==> src/rtl/jtag_tap_n.sv <==
// ---------------------------------------------------------------------------
// jtag_tap_n
//
// IEEE 1149.1 style test access port for the ripple-adder DFT flow. It holds
// the 16-state TAP controller, an IR_W-bit instruction register, a 1-bit
// bypass register, an optional 32-bit IDCODE register and a BSR_LEN-cell
// boundary-scan register with capture, shift and update stages.
//
// Configuration macro:
//   JTAG_IDCODE_EN  defined   : IDCODE register built, default instruction
//                               after TLR/Reset is IDCODE (2).
//                   undefined : no IDCODE register, opcode 2 decodes as
//                               bypass, default instruction is BYPASS (all
//                               ones), IDCODE_VAL is not used for capture.
//
// Parameters:
//   IR_W        instruction register width (>= 2)
//   BSR_LEN     boundary-scan register length (>= 1)
//   IDCODE_VAL  IDCODE capture value (bit 0 must be 1)
//
// Ports:
//   TCK        in   only clock; TMS/TDI sampled on rising edge
//   Reset      in   asynchronous, active-high
//   TMS        in   test mode select
//   TDI        in   test data in
//   TDO        out  test data out, re-timed on falling TCK
//   TDO_en     out  high only in Shift-DR / Shift-IR (falling TCK)
//   bsr_pi     in   parallel capture inputs from system/core pins
//   bsr_po     out  parallel outputs to the pins
//   Mode       out  high while the active instruction is EXTEST
//   tap_state  out  current TAP state code
//   ir_q       out  active (updated) instruction
// ---------------------------------------------------------------------------
module jtag_tap_n #(
  parameter int          IR_W       = 4,
  parameter int          BSR_LEN    = 66,
  parameter logic [31:0] IDCODE_VAL = 32'h1000_0A5B
) (
  input  logic               TCK,
  input  logic               Reset,
  input  logic               TMS,
  input  logic               TDI,
  output logic               TDO,
  output logic               TDO_en,
  input  logic [BSR_LEN-1:0] bsr_pi,
  output logic [BSR_LEN-1:0] bsr_po,
  output logic               Mode,
  output logic [3:0]         tap_state,
  output logic [IR_W-1:0]    ir_q
);

  // TAP state codes are the architected values reported on tap_state.
  typedef enum logic [3:0] {
    TLR    = 4'hF,
    RTI    = 4'hC,
    SEL_DR = 4'h7,
    CAP_DR = 4'h6,
    SH_DR  = 4'h2,
    EX1_DR = 4'h1,
    PAU_DR = 4'h3,
    EX2_DR = 4'h0,
    UPD_DR = 4'h5,
    SEL_IR = 4'h4,
    CAP_IR = 4'hE,
    SH_IR  = 4'hA,
    EX1_IR = 4'h9,
    PAU_IR = 4'hB,
    EX2_IR = 4'h8,
    UPD_IR = 4'hD
  } tap_state_e;

  localparam logic [IR_W-1:0] OP_EXTEST  = {IR_W{1'b0}};
  localparam logic [IR_W-1:0] OP_SAMPLE  = IR_W'(32'd1);
  localparam logic [IR_W-1:0] OP_BYPASS  = {IR_W{1'b1}};
  // Capture pattern {0..0,01} lets a board tester verify IR chain integrity.
  localparam logic [IR_W-1:0] IR_CAPTURE = IR_W'(32'd1);

`ifdef JTAG_IDCODE_EN
  localparam logic [IR_W-1:0] OP_IDCODE  = IR_W'(32'd2);
  localparam logic [IR_W-1:0] DEFAULT_IR = OP_IDCODE;
`else
  localparam logic [IR_W-1:0] DEFAULT_IR = OP_BYPASS;
`endif

  // Elaboration-time parameter sanity checks.
  if (IR_W < 2) begin : g_ir_w_check
    $error("jtag_tap_n: IR_W must be at least 2");
  end
  if (BSR_LEN < 1) begin : g_bsr_len_check
    $error("jtag_tap_n: BSR_LEN must be at least 1");
  end
  if (IDCODE_VAL[0] != 1'b1) begin : g_idcode_lsb_check
    $error("jtag_tap_n: IDCODE_VAL bit 0 must be 1");
  end

  // -------------------------------------------------------------------------
  // Signals
  // -------------------------------------------------------------------------
  tap_state_e         state_r;
  tap_state_e         state_nxt_s;

  logic [IR_W-1:0]    ir_sh_r;
  logic [IR_W-1:0]    ir_q_r;
  logic [IR_W-1:0]    ir_nxt_s;
  logic               mode_r;

  logic               byp_r;
  logic [BSR_LEN-1:0] bsr_sh_r;
  logic [BSR_LEN-1:0] bsr_shift_s;
  logic [BSR_LEN-1:0] bsr_upd_r;
`ifdef JTAG_IDCODE_EN
  logic [31:0]        id_sh_r;
`endif

  logic               sel_bsr_s;
  logic               sel_id_s;
  logic               sel_byp_s;
  logic               dr_lsb_s;
  logic               tdo_nxt_s;
  logic               tdo_en_nxt_s;
  logic               tdo_r;
  logic               tdo_en_r;

  // -------------------------------------------------------------------------
  // TAP controller
  // -------------------------------------------------------------------------

  // TAP state register; Reset forces Test-Logic-Reset immediately.
  always_ff @(posedge TCK or posedge Reset) begin
    if (Reset) begin
      state_r <= TLR;
    end else begin
      state_r <= state_nxt_s;
    end
  end

  // TAP next-state decode from TMS.
  always_comb begin
    state_nxt_s = state_r;
    case (state_r)
      TLR:     state_nxt_s = TMS ? TLR    : RTI;
      RTI:     state_nxt_s = TMS ? SEL_DR : RTI;
      SEL_DR:  state_nxt_s = TMS ? SEL_IR : CAP_DR;
      CAP_DR:  state_nxt_s = TMS ? EX1_DR : SH_DR;
      SH_DR:   state_nxt_s = TMS ? EX1_DR : SH_DR;
      EX1_DR:  state_nxt_s = TMS ? UPD_DR : PAU_DR;
      PAU_DR:  state_nxt_s = TMS ? EX2_DR : PAU_DR;
      EX2_DR:  state_nxt_s = TMS ? UPD_DR : SH_DR;
      UPD_DR:  state_nxt_s = TMS ? SEL_DR : RTI;
      SEL_IR:  state_nxt_s = TMS ? TLR    : CAP_IR;
      CAP_IR:  state_nxt_s = TMS ? EX1_IR : SH_IR;
      SH_IR:   state_nxt_s = TMS ? EX1_IR : SH_IR;
      EX1_IR:  state_nxt_s = TMS ? UPD_IR : PAU_IR;
      PAU_IR:  state_nxt_s = TMS ? EX2_IR : PAU_IR;
      EX2_IR:  state_nxt_s = TMS ? UPD_IR : SH_IR;
      UPD_IR:  state_nxt_s = TMS ? SEL_DR : RTI;
      default: state_nxt_s = TLR;
    endcase
  end

  // -------------------------------------------------------------------------
  // Instruction decode: EXTEST/SAMPLE -> BSR, IDCODE -> IDCODE, else bypass.
  // -------------------------------------------------------------------------

  // Data register selection from the active instruction.
  always_comb begin
    sel_bsr_s = (ir_q_r == OP_EXTEST) || (ir_q_r == OP_SAMPLE);
`ifdef JTAG_IDCODE_EN
    sel_id_s  = (ir_q_r == OP_IDCODE);
`else
    sel_id_s  = 1'b0;
`endif
    sel_byp_s = !sel_bsr_s && !sel_id_s;
  end

  // -------------------------------------------------------------------------
  // Shift stages (rising TCK)
  // -------------------------------------------------------------------------

  // Instruction shift stage: capture fixed pattern, shift TDI into MSB.
  always_ff @(posedge TCK or posedge Reset) begin
    if (Reset) begin
      ir_sh_r <= {IR_W{1'b0}};
    end else if (state_r == CAP_IR) begin
      ir_sh_r <= IR_CAPTURE;
    end else if (state_r == SH_IR) begin
      ir_sh_r <= {TDI, ir_sh_r[IR_W-1:1]};
    end else begin
      ir_sh_r <= ir_sh_r;
    end
  end

  // Bypass register: captures 0, then acts as a one-cell delay.
  always_ff @(posedge TCK or posedge Reset) begin
    if (Reset) begin
      byp_r <= 1'b0;
    end else if (sel_byp_s && (state_r == CAP_DR)) begin
      byp_r <= 1'b0;
    end else if (sel_byp_s && (state_r == SH_DR)) begin
      byp_r <= TDI;
    end else begin
      byp_r <= byp_r;
    end
  end

  // A one-cell BSR has no upper bits to move down, so the shift is just TDI.
  if (BSR_LEN > 1) begin : g_bsr_wide
    assign bsr_shift_s = {TDI, bsr_sh_r[BSR_LEN-1:1]};
  end else begin : g_bsr_one
    assign bsr_shift_s = TDI;
  end

  // Boundary-scan shift stage: capture pins, shift TDI into MSB.
  always_ff @(posedge TCK or posedge Reset) begin
    if (Reset) begin
      bsr_sh_r <= {BSR_LEN{1'b0}};
    end else if (sel_bsr_s && (state_r == CAP_DR)) begin
      bsr_sh_r <= bsr_pi;
    end else if (sel_bsr_s && (state_r == SH_DR)) begin
      bsr_sh_r <= bsr_shift_s;
    end else begin
      bsr_sh_r <= bsr_sh_r;
    end
  end

`ifdef JTAG_IDCODE_EN
  // IDCODE shift stage: capture the device identity, shift TDI into MSB.
  always_ff @(posedge TCK or posedge Reset) begin
    if (Reset) begin
      id_sh_r <= 32'h0000_0000;
    end else if (sel_id_s && (state_r == CAP_DR)) begin
      id_sh_r <= IDCODE_VAL;
    end else if (sel_id_s && (state_r == SH_DR)) begin
      id_sh_r <= {TDI, id_sh_r[31:1]};
    end else begin
      id_sh_r <= id_sh_r;
    end
  end
`endif

  // -------------------------------------------------------------------------
  // Update stages and TDO retiming (falling TCK)
  // -------------------------------------------------------------------------

  // Next active instruction: default in TLR, shift stage in Update-IR.
  always_comb begin
    ir_nxt_s = ir_q_r;
    if (state_r == TLR) begin
      ir_nxt_s = DEFAULT_IR;
    end else if (state_r == UPD_IR) begin
      ir_nxt_s = ir_sh_r;
    end else begin
      ir_nxt_s = ir_q_r;
    end
  end

  // Active instruction and Mode; changing only on falling TCK keeps the core
  // from ever seeing a partially shifted opcode.
  always_ff @(negedge TCK or posedge Reset) begin
    if (Reset) begin
      ir_q_r <= DEFAULT_IR;
      mode_r <= 1'b0;
    end else begin
      ir_q_r <= ir_nxt_s;
      mode_r <= (ir_nxt_s == OP_EXTEST);
    end
  end

  // BSR update latch: loaded in Update-DR while the BSR is selected.
  always_ff @(negedge TCK or posedge Reset) begin
    if (Reset) begin
      bsr_upd_r <= {BSR_LEN{1'b0}};
    end else if (sel_bsr_s && (state_r == UPD_DR)) begin
      bsr_upd_r <= bsr_sh_r;
    end else begin
      bsr_upd_r <= bsr_upd_r;
    end
  end

  // LSB of the currently selected data register.
  always_comb begin
    dr_lsb_s = byp_r;
    if (sel_bsr_s) begin
      dr_lsb_s = bsr_sh_r[0];
`ifdef JTAG_IDCODE_EN
    end else if (sel_id_s) begin
      dr_lsb_s = id_sh_r[0];
`endif
    end else begin
      dr_lsb_s = byp_r;
    end
  end

  // TDO source and enable: only the two shift states drive data.
  always_comb begin
    tdo_nxt_s    = 1'b0;
    tdo_en_nxt_s = 1'b0;
    case (state_r)
      SH_IR: begin
        tdo_nxt_s    = ir_sh_r[0];
        tdo_en_nxt_s = 1'b1;
      end
      SH_DR: begin
        tdo_nxt_s    = dr_lsb_s;
        tdo_en_nxt_s = 1'b1;
      end
      default: begin
        tdo_nxt_s    = 1'b0;
        tdo_en_nxt_s = 1'b0;
      end
    endcase
  end

  // TDO/TDO_en retimed on falling TCK so the next device samples a stable bit.
  always_ff @(negedge TCK or posedge Reset) begin
    if (Reset) begin
      tdo_r    <= 1'b0;
      tdo_en_r <= 1'b0;
    end else begin
      tdo_r    <= tdo_nxt_s;
      tdo_en_r <= tdo_en_nxt_s;
    end
  end

  // -------------------------------------------------------------------------
  // Outputs
  // -------------------------------------------------------------------------
  // Pins stay transparent unless EXTEST drives them from the update latch.
  assign bsr_po    = mode_r ? bsr_upd_r : bsr_pi;
  assign Mode      = mode_r;
  assign TDO       = tdo_r;
  assign TDO_en    = tdo_en_r;
  assign tap_state = state_r;
  assign ir_q      = ir_q_r;

endmodule
==> config.mk <==
export PLATFORM = sky130hd
export DESIGN_NAME = jtag_tap_n
export DESIGN_NICKNAME = d
export VERILOG_FILES = /design/src/rtl/jtag_tap_n.sv
export SDC_FILE = /design/constraint.sdc
export NUM_CORES = 1
export LEC_CHECK = 0
export ABC_AREA = 1
export BUFFER_PORTS_ARGS = -buffer_cell sky130_fd_sc_hd__buf_2
export CORE_MARGIN = 3
export CORE_UTILIZATION = 31
export CTS_CLUSTER_DIAMETER = 30
export DETAILED_ROUTE_END_ITERATION = 10
export GPL_TIMING_DRIVEN = 0
export PLACE_DENSITY_LB_ADDON = 0.2
export SKIP_CTS_REPAIR_TIMING = 1
export SYNTH_ARGS = -nofsm -noshare
export SYNTH_HDL_FRONTEND = slang
export SYNTH_SLANG_ARGS = --single-unit
==> constraint.sdc <==
create_clock -name TCK -period 11 [get_ports TCK]
set_input_delay 1.1 -clock TCK [delete_from_list [all_inputs] [get_ports TCK]]
set_output_delay 1.1 -clock TCK [all_outputs]
set_load 0.05 [all_outputs]
==> run_results.csv <==
group,metric,value,unit
setup_path,cpMostUsedCell,"clkbuf_1",
timing,slew_headroom,56.0,%
timing,setup_ws,1670,ps
clock_network,cts_buffer_depth,2,
grt,grt_overflow_total,0,
layout,final_common_cell,"nand2_1",
setup_path,slowest_stage,"dfrtn_1",
die,core_area,22800,um2
layout,layout.nets,1139,
die,dieArea,25200,um2
logic_synthesis,syn_area,7220,um2
layout,seqCellArea,3710,um2
clock_network,htreeDepth,4,
grt,grt_pass1_vias,6275,
layout,area_growth,24.2,%
die,die_w,159,um
detailed_routing,ant_nets,0,
timing,whs,427,ps
layout,drive_gt1_share,20.2,%
logic_synthesis,synth_warnings,0,
placed_design,placed_cell_area,8380,um2
clock_network,clk_pin_slew_worst_paths,40,ps
logic_synthesis,yosysSeqAreaShare,51.4,%
clock_network,numCtsBuffers,17,
clock_network,clkSinkCount,148,
detailed_routing,wl,20200,um
layout,fillers,2447,
timing,worst_clock_skew,48.2,ps
power_and_ir_drop,power.total,2.68,mW
logic_synthesis,syn_nets,970,
layout,antenna_cells,0,
grt,grt_max_degree,91,
grt,grtUsageTotal,16.7,%
setup_path,max_stage_delay,670,ps
power_and_ir_drop,leakage,4.49,nW
placed_design,place_ws,1980,ps
timing,worst_pin_slew,661,ps
grt,grt_pass1_wl,32900,um
detailed_routing,drt_iter0_drc,325,
die,start_util,31.7,%
setup_path,cp_num_buf_inv,3,
clock_network,root_buffer,"clkbuf_16",
setup_path,crit_fanout,10,
placed_design,gp_congestion,0.800,
clock_network,cts_tree,"done",
setup_path,reg2reg_slack,3580,ps
logic_synthesis,yosys.cell_types.count,28,
layout,multiInputGateArea,2610,um2
min_path,hold_depth,2,
setup_path,crit_arrival,8230,ps
grt,antenna_found_initial,0,
die,rows,55,
setup_path,reg2reg_depth,7,
setup_path,path_cells,"clkbuf_1, clkbuf_1, nand2_1, o21ai_0, buf_2",
timing,drv_slew,0,
setup_path,cp.depth,5,
die,die_height,159,um
logic_synthesis,synth_area_leaders,"dfrtp_1, dfrtn_1, o21ai_0, nand2_1, inv_1",
logic_synthesis,synth_top_area_cell,"dfrtp_1",
clock_network,clk_latency,440,ps
timing,tns,0,ps
placed_design,io_buffers,146,
flow_run,max_cap_viol_count,0,
layout,final_cell_mix,"nand2_1, o21ai_0, inv_1",
logic_synthesis,synth_area_per_cell,8.03,um2
detailed_routing,via_per_inst,4.54,
logic_synthesis,synth_top_area_share,24.6,%
setup_path,path_class,"flop to output pin",
die,io_pins,147,
detailed_routing,remaining_drc_errors,0,
layout,stdcell_area,8970,um2
placed_design,dp_hpwl,14400,um
power_and_ir_drop,power.density,299,nW/um2
detailed_routing,routedWlPerCell,14.5,um
setup_path,crit_required,9900,ps
outcome,outcome,"finished clean",
timing,rsz0062_at_grt,"no",
setup_path,cp-end-kind,"output pin",
detailed_routing,drt-pass1-iter-count,4,
timing,hold_violations,0,
power_and_ir_drop,ir_drop,117,uV
logic_synthesis,synth_cells,900,
logic_synthesis,yosys_register_bits,148,
setup_path,cp-start-kind,"flop",
detailed_routing,route.vias.total,6333,
timing,finalSetupViolations,0,
min_path,min_path_type,"flop to flop",
setup_path,cp_top_family,"buffers and inverters",
cell usage after synthesis:
cell	instances
buf_8	3
inv_2	2
inv_1	161
o22ai_1	2
nand4_1	1
buf_4	4
o211ai_1	65
nand2_1	227
dfrtp_1	71
buf_1	2
a21oi_1	1
nor2_1	15
nor2_8	1
nor2_4	2
a22oi_1	1
a31oi_1	1
nand3_1	9
nand3_2	1
nand2_2	1
nand4_4	1
buf_12	1
buf_2	12
clkbuf_1	34
dfrtn_1	69
o21ai_2	6
dfstp_2	8
o21ai_1	14
o21ai_0	185
routing by layer:
layer / vias to the layer above / GRT usage (%) / share of wire [%]
met1: 2965 / 23.5 / 49
met4: 0 / 4.18 / 1.1
met3: 17 / 3.18 / 4.0
met2: 130 / 26.6 / 46
li1: 3221 / - / -
met5: - / 0 / 0
per-stage QoR:
step           utilization (%)  cells
6_report                  39.4   1395
5_1_grt                   39.4   1395
4_1_cts                   39.4   1395
3_5_place_dp              36.8   1360
3_3_place_gp              36.6   1359
2_1_floorplan                -    900
kinds of logic (layout without fill, tap and decap cells):
| family | count (synthesis) | after routing | share of synthesized area, % |
|---|---|---|---|
| DFF | 148 | 148 | 51.4 |
| AOI/OAI and AO/OA | 275 | 275 | 21.7 |
| and+or+nand+nor | 258 | 258 | 14.4 |
| buffers and inverters | 219 | 401 | 12.5 |
path summary, 6_finish.rpt:
path | endpoint | startpoint
min in group asynchronous | bsr_sh_r[37] | Reset
worst min-delay path | bsr_upd_r[62] | bsr_upd_r[62]
worst min register to register | bsr_upd_r[62] | bsr_upd_r[62]
worst max-delay path | bsr_po[65] | Mode
worst max register to register | bsr_upd_r[58] | tap_state[0]
max in group asynchronous | ir_q[0] | Reset
sequential cells by signal (all words and copies together) (netlist names):
name,cells
Mode,1
TDO,1
TDO_en,1
bsr_sh_r,66
bsr_upd_r,66
byp_r,1
ir_q,4
ir_sh_r,4
tap_state,4
power breakdown:
part	internal (mW)	switching, mW	total, mW	leakage, nW
clock	0.342	0.228	0.570	0.314
combinational	0.289	0.853	1.14	2.38
sequential	0.824	0.144	0.968	1.80
total	1.45	1.23	2.68	4.49
tightest hold or removal path: cells and delay by family, from the launching register on:
kind / cells / cell delay [ps]
flip-flops: 1 / 400
AND/OR/NAND/NOR: 1 / 50
AO/OA/AOI/OAI: 1 / 50
layout make-up:
cell class	count	share of cell area, %
clock buffer	25	6.01
tap	313	4.37
sequential	148	41.4
buffer	56	3.24
clock inverter	11	0.614
inverter	162	6.84
multi-input combinational	533	29.1
timing repair buffer	147	8.45
Note: power is estimated with default switching activity, not from simulation.
